### src/rtl/div_pkg.sv
// Shared types and constants for the sequential restoring divider.
// Latency: n/a (package only).
// Backpressure: n/a (package only).
package div_pkg;

   // Default divisor/remainder width; dividend and quotient are twice this.
   localparam int DIV_N = 4;

   // Iteration counter must hold the values 0 .. 2N inclusive.
   localparam int DIV_CNT_W = $clog2(2 * DIV_N + 1);

   typedef enum logic [1:0] {
      IDLE = 2'd0,
      RUN  = 2'd1,
      DONE = 2'd2
   } div_state_e;

   // Counter width for an arbitrary divisor width n.
   function automatic int cnt_width(input int n);
      return $clog2(2 * n + 1);
   endfunction

endpackage

### src/rtl/div_step.sv
// One restoring-division step: trial-subtract the divisor from the shifted partial remainder.
// Latency: purely combinational, zero cycles.
// Backpressure: none; evaluated every cycle, the caller decides when to use the result.
module div_step
   import div_pkg::*;
#(
   parameter int N = DIV_N
) (
   input  logic [N:0]   prem_i,
   input  logic [N-1:0] divisor_i,
   output logic [N:0]   prem_o,
   output logic         q_bit_o
);

   logic [N+1:0] diff;

   // Borrow out of the (N+1)-bit subtraction means the divisor did not fit: keep the old value.
   always_comb begin
      diff    = {1'b0, prem_i} - {2'b00, divisor_i};
      q_bit_o = ~diff[N+1];
      prem_o  = diff[N+1] ? prem_i : diff[N:0];
   end

endmodule

### src/rtl/sequential_divider.sv
// Unsigned 2N/N restoring divider, one quotient bit per clock through a single shared subtract stage.
// Latency: done pulses in the cycle after the (2N+2)-th edge counted from the start edge; divide-by-zero finishes on the next cycle.
// Backpressure: none; start is only sampled in IDLE and ignored while busy, done is a single-cycle pulse.
module sequential_divider
   import div_pkg::*;
#(
   parameter int N = DIV_N
) (
   input  logic           clk,
   input  logic           rst_n,
   input  logic           start,
   input  logic [2*N-1:0] dividend,
   input  logic [N-1:0]   divisor,
   output logic [2*N-1:0] quotient,
   output logic [N-1:0]   remainder,
   output logic           busy,
   output logic           done,
   output logic           div_by_zero
);

   localparam int            CW        = cnt_width(N);
   localparam logic [CW-1:0] LAST_ITER = CW'(2 * N);

   div_state_e     state_q, state_d;
   logic [N-1:0]   divisor_q, divisor_d;
   logic [2*N-1:0] sreg_q, sreg_d;
   logic [N:0]     prem_q, prem_d;
   logic [CW-1:0]  cnt_q, cnt_d;
   logic           dbz_q, dbz_d;

   logic [N:0]     step_in;
   logic [N:0]     step_rem;
   logic           step_qbit;

   // The partial remainder is always below the divisor, so its top bit is zero and
   // the shifted value {prem[N-1:0], dividend msb} still fits in N+1 bits.
   assign step_in = {prem_q[N-1:0], sreg_q[2*N-1]};

   div_step #(.N(N)) u_step (
      .prem_i    (step_in),
      .divisor_i (divisor_q),
      .prem_o    (step_rem),
      .q_bit_o   (step_qbit)
   );

   // State and datapath registers with synchronous active-low reset.
   always_ff @(posedge clk) begin
      if (!rst_n) begin
         state_q   <= IDLE;
         divisor_q <= '0;
         sreg_q    <= '0;
         prem_q    <= '0;
         cnt_q     <= '0;
         dbz_q     <= 1'b0;
      end else begin
         state_q   <= state_d;
         divisor_q <= divisor_d;
         sreg_q    <= sreg_d;
         prem_q    <= prem_d;
         cnt_q     <= cnt_d;
         dbz_q     <= dbz_d;
      end
   end

   // Next state: zero divisor skips RUN; RUN spends one extra cycle after the last iteration before DONE.
   always_comb begin
      state_d = state_q;
      unique case (state_q)
         IDLE: begin
            if (start) begin
               state_d = (divisor == '0) ? DONE : RUN;
            end
         end
         RUN: begin
            if (cnt_q == LAST_ITER) begin
               state_d = DONE;
            end
         end
         DONE:    state_d = IDLE;
         default: state_d = IDLE;
      endcase
   end

   // Datapath: load on an accepted start, then shift one quotient bit in per RUN cycle until 2N are done.
   always_comb begin
      divisor_d = divisor_q;
      sreg_d    = sreg_q;
      prem_d    = prem_q;
      cnt_d     = cnt_q;
      dbz_d     = dbz_q;
      if (state_q == IDLE && start) begin
         cnt_d = '0;
         if (divisor == '0) begin
            sreg_d = '1;
            prem_d = {1'b0, dividend[N-1:0]};
            dbz_d  = 1'b1;
         end else begin
            divisor_d = divisor;
            sreg_d    = dividend;
            prem_d    = '0;
            dbz_d     = 1'b0;
         end
      end else if (state_q == RUN && cnt_q != LAST_ITER) begin
         sreg_d = {sreg_q[2*N-2:0], step_qbit};
         prem_d = step_rem;
         cnt_d  = cnt_q + CW'(1);
      end
   end

   // Handshake outputs decoded from the current state.
   always_comb begin
      busy = 1'b0;
      done = 1'b0;
      unique case (state_q)
         IDLE:    busy = 1'b0;
         RUN:     busy = 1'b1;
         DONE: begin
            busy = 1'b1;
            done = 1'b1;
         end
         default: busy = 1'b0;
      endcase
   end

   assign quotient    = sreg_q;
   assign remainder   = prem_q[N-1:0];
   assign div_by_zero = dbz_q;

   // The stored partial remainder never reaches 2^N; a set top bit means a broken step.
   prem_top_clear: assert property (@(posedge clk) disable iff (!rst_n) prem_q[N] == 1'b0);

endmodule

### config.mk
export PLATFORM = sky130hd
export DESIGN_NAME = sequential_divider
export DESIGN_NICKNAME = d
export VERILOG_FILES = /design/src/rtl/div_pkg.sv /design/src/rtl/div_step.sv /design/src/rtl/sequential_divider.sv
export SDC_FILE = /design/constraint.sdc
export NUM_CORES = 1
export LEC_CHECK = 0
export CAP_MARGIN = 20
export CORE_MARGIN = 5
export CORE_UTILIZATION = 35
export DETAILED_ROUTE_END_ITERATION = 8
export GPL_ROUTABILITY_DRIVEN = 0
export PLACE_DENSITY_LB_ADDON = 0.2
export SLEW_MARGIN = 20
export SYNTH_ARGS = -nofsm -noshare
export SYNTH_HDL_FRONTEND = slang
export SYNTH_SLANG_ARGS = --single-unit
### constraint.sdc
create_clock -name clk -period 2.6 [get_ports clk]
set_clock_uncertainty 0.05 [all_clocks]
set_input_delay 0.65 -clock clk [delete_from_list [all_inputs] [get_ports clk]]
set_output_delay 0.65 -clock clk [all_outputs]
set_load 0.05 [all_outputs]
==> results by group <==
STA
  • Final setup TNS: 0 ns
  • Final count of pins violating max slew: 0
  • Final period utilization: 95.0%
  • Hold Worst Slack: 0.441 ns
  • Peak Freq: 0.405 GHz
  • Unrepaired setup endpoints after global routing: false
  • Worst Tran Pin Value: 0.628 ns
  • Final Hold Fails: 0
  • Fin crit period: 2.47 ns
  • Final setup vio count: 0
  • Slew headroom: 58.1%

Logic synthesis
  • Share of the synthesized area in the top cell type: 35.1%
  • Area leader, netlist: dfxtp_1
  • Mapped Cells: 141
  • Ys async rst share: 0%
  • Main flop type after synthesis: dfxtp_1
  • Post-Synthesis Net Count: 166
  • Post-synth top cells: 23 x dfxtp_1, 16 x nand2_1, 11 x a21oi_1, 11 x nor2_1, 10 x inv_1
  • Synth area leaders: dfxtp_1 35%, ha_1 8.6%, o221ai_2 6.9%, nand2_1 4.6%, a21oi_1 4.2%
  • Post-synth EDFFs: 0
  • Most numerous cell in the Yosys netlist: dfxtp_1
  • Mapped Area: 1310 um^2
  • Count of cell types in the netlist: 41
  • Synth Warn #: 0
  • Synth Register Bits: 23
  • Synthesized area per cell: 9.31 um^2
  • Seq/Total Area, Yosys: 35.1%

Placed design
  • Dpl hpwl: 2390 um
  • Cell Area, Placed: 1650 um^2
  • Port Buf Inserts: 29

GRT
  • Met1 Use GR: 16.7%
  • Initial antenna violation count: 0
  • Most used routing layer in global routing: met2
  • Global-route wire length before repair: 5470 um
  • Met2 Usage GRT: 22.0%
  • Largest net degree at the start of global routing: 17
  • M3 GR Usage: 2.95%
  • Number of global-route vias before repair: 1171
  • GRT overflow: 0
  • Gr usage total: 13.2%

Floorplan
  • Initial core utilization: 36.1%
  • FP Rows: 22
  • Placeable Area: 3630 um^2
  • Full die area: 5070 um^2
  • Die W: 71.2 um
  • I/O Pins: 30
  • Die H: 71.2 um

Layout
  • Synthesis-to-layout area growth: 29.4%
  • Design area: 1700 um^2
  • Core Util, Final: 46.7%
  • Multi-input logic area: 773 um^2
  • Sequential cell area: 460 um^2
  • Final net count: 199
  • N_diodes: 0
  • Layout cells sized above 1: 16.2%
  • Fill count: 363

Setup path
  • Worst path arrival time: 1.77 ns
  • Critical Path End Type: primary output
  • CP Max Fanout: 3
  • Max incr delay on CP: 0.80 ns
  • Crit start category: flop
  • Cell breakdown of the critical path: inv_1 > ha_1 > clkdlybuf4s50_1
  • FF-to-FF setup slack: 0.63 ns
  • Worst setup endpoint: busy
  • Reg-to-reg startpoint: prem_q[0]
  • CP startpoint: state_q[0]
  • Register-to-Register Path Depth: 6
  • WP data required: 1.90 ns
  • Critical Path Slowest Stage Cell: clkdlybuf4s50_1
  • Reg2reg end: prem_q[0]
  • WS Path Type: reg2out

Pwr
  • Internal: 0.712 mW
  • Sequential fraction of design power: 36.3%
  • Combinational Power Share: 45.0%
  • Power Density: 704 nW/um^2
  • Net switching power: 0.482 mW
  • Leak: 0.605 nW
  • Fraction of power spent switching nets: 40.4%
  • Clock network fraction of design power: 18.7%
  • Max rail drop VDD: 0.000321 V

Clock tree
  • Clk slew on worst S/H paths: 0.08 ns
  • CTS tree: yes
  • CTS resizes: 0
  • Root Buffer: clkbuf_8
  • H-tree levels: 1
  • Worst-case clock buffer depth: 2
  • TritonCTS Buffers: 3
  • Clk sinks: 23
  • Post-CTS Setup Inserts: 0
  • Hold buffers post-CTS: 0
  • Worst-Skew Late Latency: 0.26 ns

Run status
  • Status: finished clean

Detailed routing
  • Final WL: 3070 um
  • Avg Vias per Cell: 5.14
  • Vias: 1136
  • Post-route ant nets: 0
  • Avg WL per Cell: 13.9 um
  • Drt pass-1 iters: 4
  • DRT iter0 DRCs: 53
  • Drt drc: 0

Min path
  • Hold Crit Class: reg2reg

Flow run
  • Max cap viols: 0
[sequential cells by signal, summed over array words and instances, names as in the netlist]
signal / flops
cnt_q: 4
div_by_zero: 1
divisor_q: 4
prem_q: 4
quotient: 8
state_q: 2
[logic make-up (layout without fill, tap and decap cells)]
group | count (synthesis) | in the layout | share of synthesized area, %
AO/OA/AOI/OAI | 42 | 42 | 25.7
XOR/XNOR | 4 | 4 | 2.67
adder cells (fa/ha/maj) | 10 | 10 | 10.1
buffers and inverters | 15 | 47 | 6.01
flip-flops | 23 | 23 | 35.1
multiplexers | 2 | 2 | 1.62
AND/OR/NAND/NOR | 45 | 45 | 18.8
[power groups by stage]
stage                     registers, mW  clock network, mW  logic [mW]
after floorplan                   0.535                  0       0.297
after global placement            0.442                  0       0.533
after detailed placement          0.443                  0       0.535
after CTS                         0.435              0.232       0.540
after global routing              0.441              0.246       0.582
final                             0.434              0.223       0.537
[worst max-delay path, delay by kind of cell, from the launching register on]
kind / cells / cell delay [ns]
flip-flops: 1 / 0.36
adder cells (fa/ha/maj): 1 / 0.28
buffers and inverters: 2 / 0.87
[metrics by stage]
step	cells	worst slack (ns)	power, mW
global route	221	0.0691	1.27
finish	221	0.131	1.19
floorplan	141	0.396	0.832
detailed placement	217	0.241	0.978
CTS	221	0.120	1.21
global placement	217	0.284	0.975
[routing by layer]
layer  wire length, um  vias to the layer above
met5                 0                        -
met3               111                        8
met1              1470                      535
met2              1430                       23
met4                59                        0
li1                  -                      570
[how the worst min path moves through the flow]
stage / endpoint / cells past startpoint / from / slack [ns]
2_1_floorplan: divisor_q[1] / 2 / divisor_q[1] / 0.42
3_3_place_gp: quotient[0] / 2 / quotient[0] / 0.42
3_5_place_dp: quotient[7] / 2 / quotient[7] / 0.43
4_1_cts: quotient[0] / 2 / quotient[0] / 0.44
5_1_grt: quotient[4] / 2 / quotient[4] / 0.46
6_report: quotient[2] / 2 / quotient[2] / 0.44
[layout make-up]
| cell class | instances | area share (%) |
|---|---|---|
| clock inverters | 1 | 0.295 |
| repair buffers | 33 | 18.9 |
| inverters | 10 | 2.21 |
| clock buffers | 3 | 2.43 |
| flip-flops and latches | 23 | 27.1 |
| multi-input cells | 103 | 45.5 |
| well taps | 48 | 3.54 |
[layout by cell type (no fill, tap or decap), types with 3 or more instances in the layout]
cell type,instances
nand2_1,16
clkdlybuf4s50_1,29
ha_1,9
nor2_1,11
inv_1,10
a21oi_1,11
clkbuf_8,3
o21ai_0,5
buf_4,4
dfxtp_1,23
a22oi_1,4
a21oi_2,6
o221ai_2,6
No activity file was read; power rests on OpenSTA's default activity.
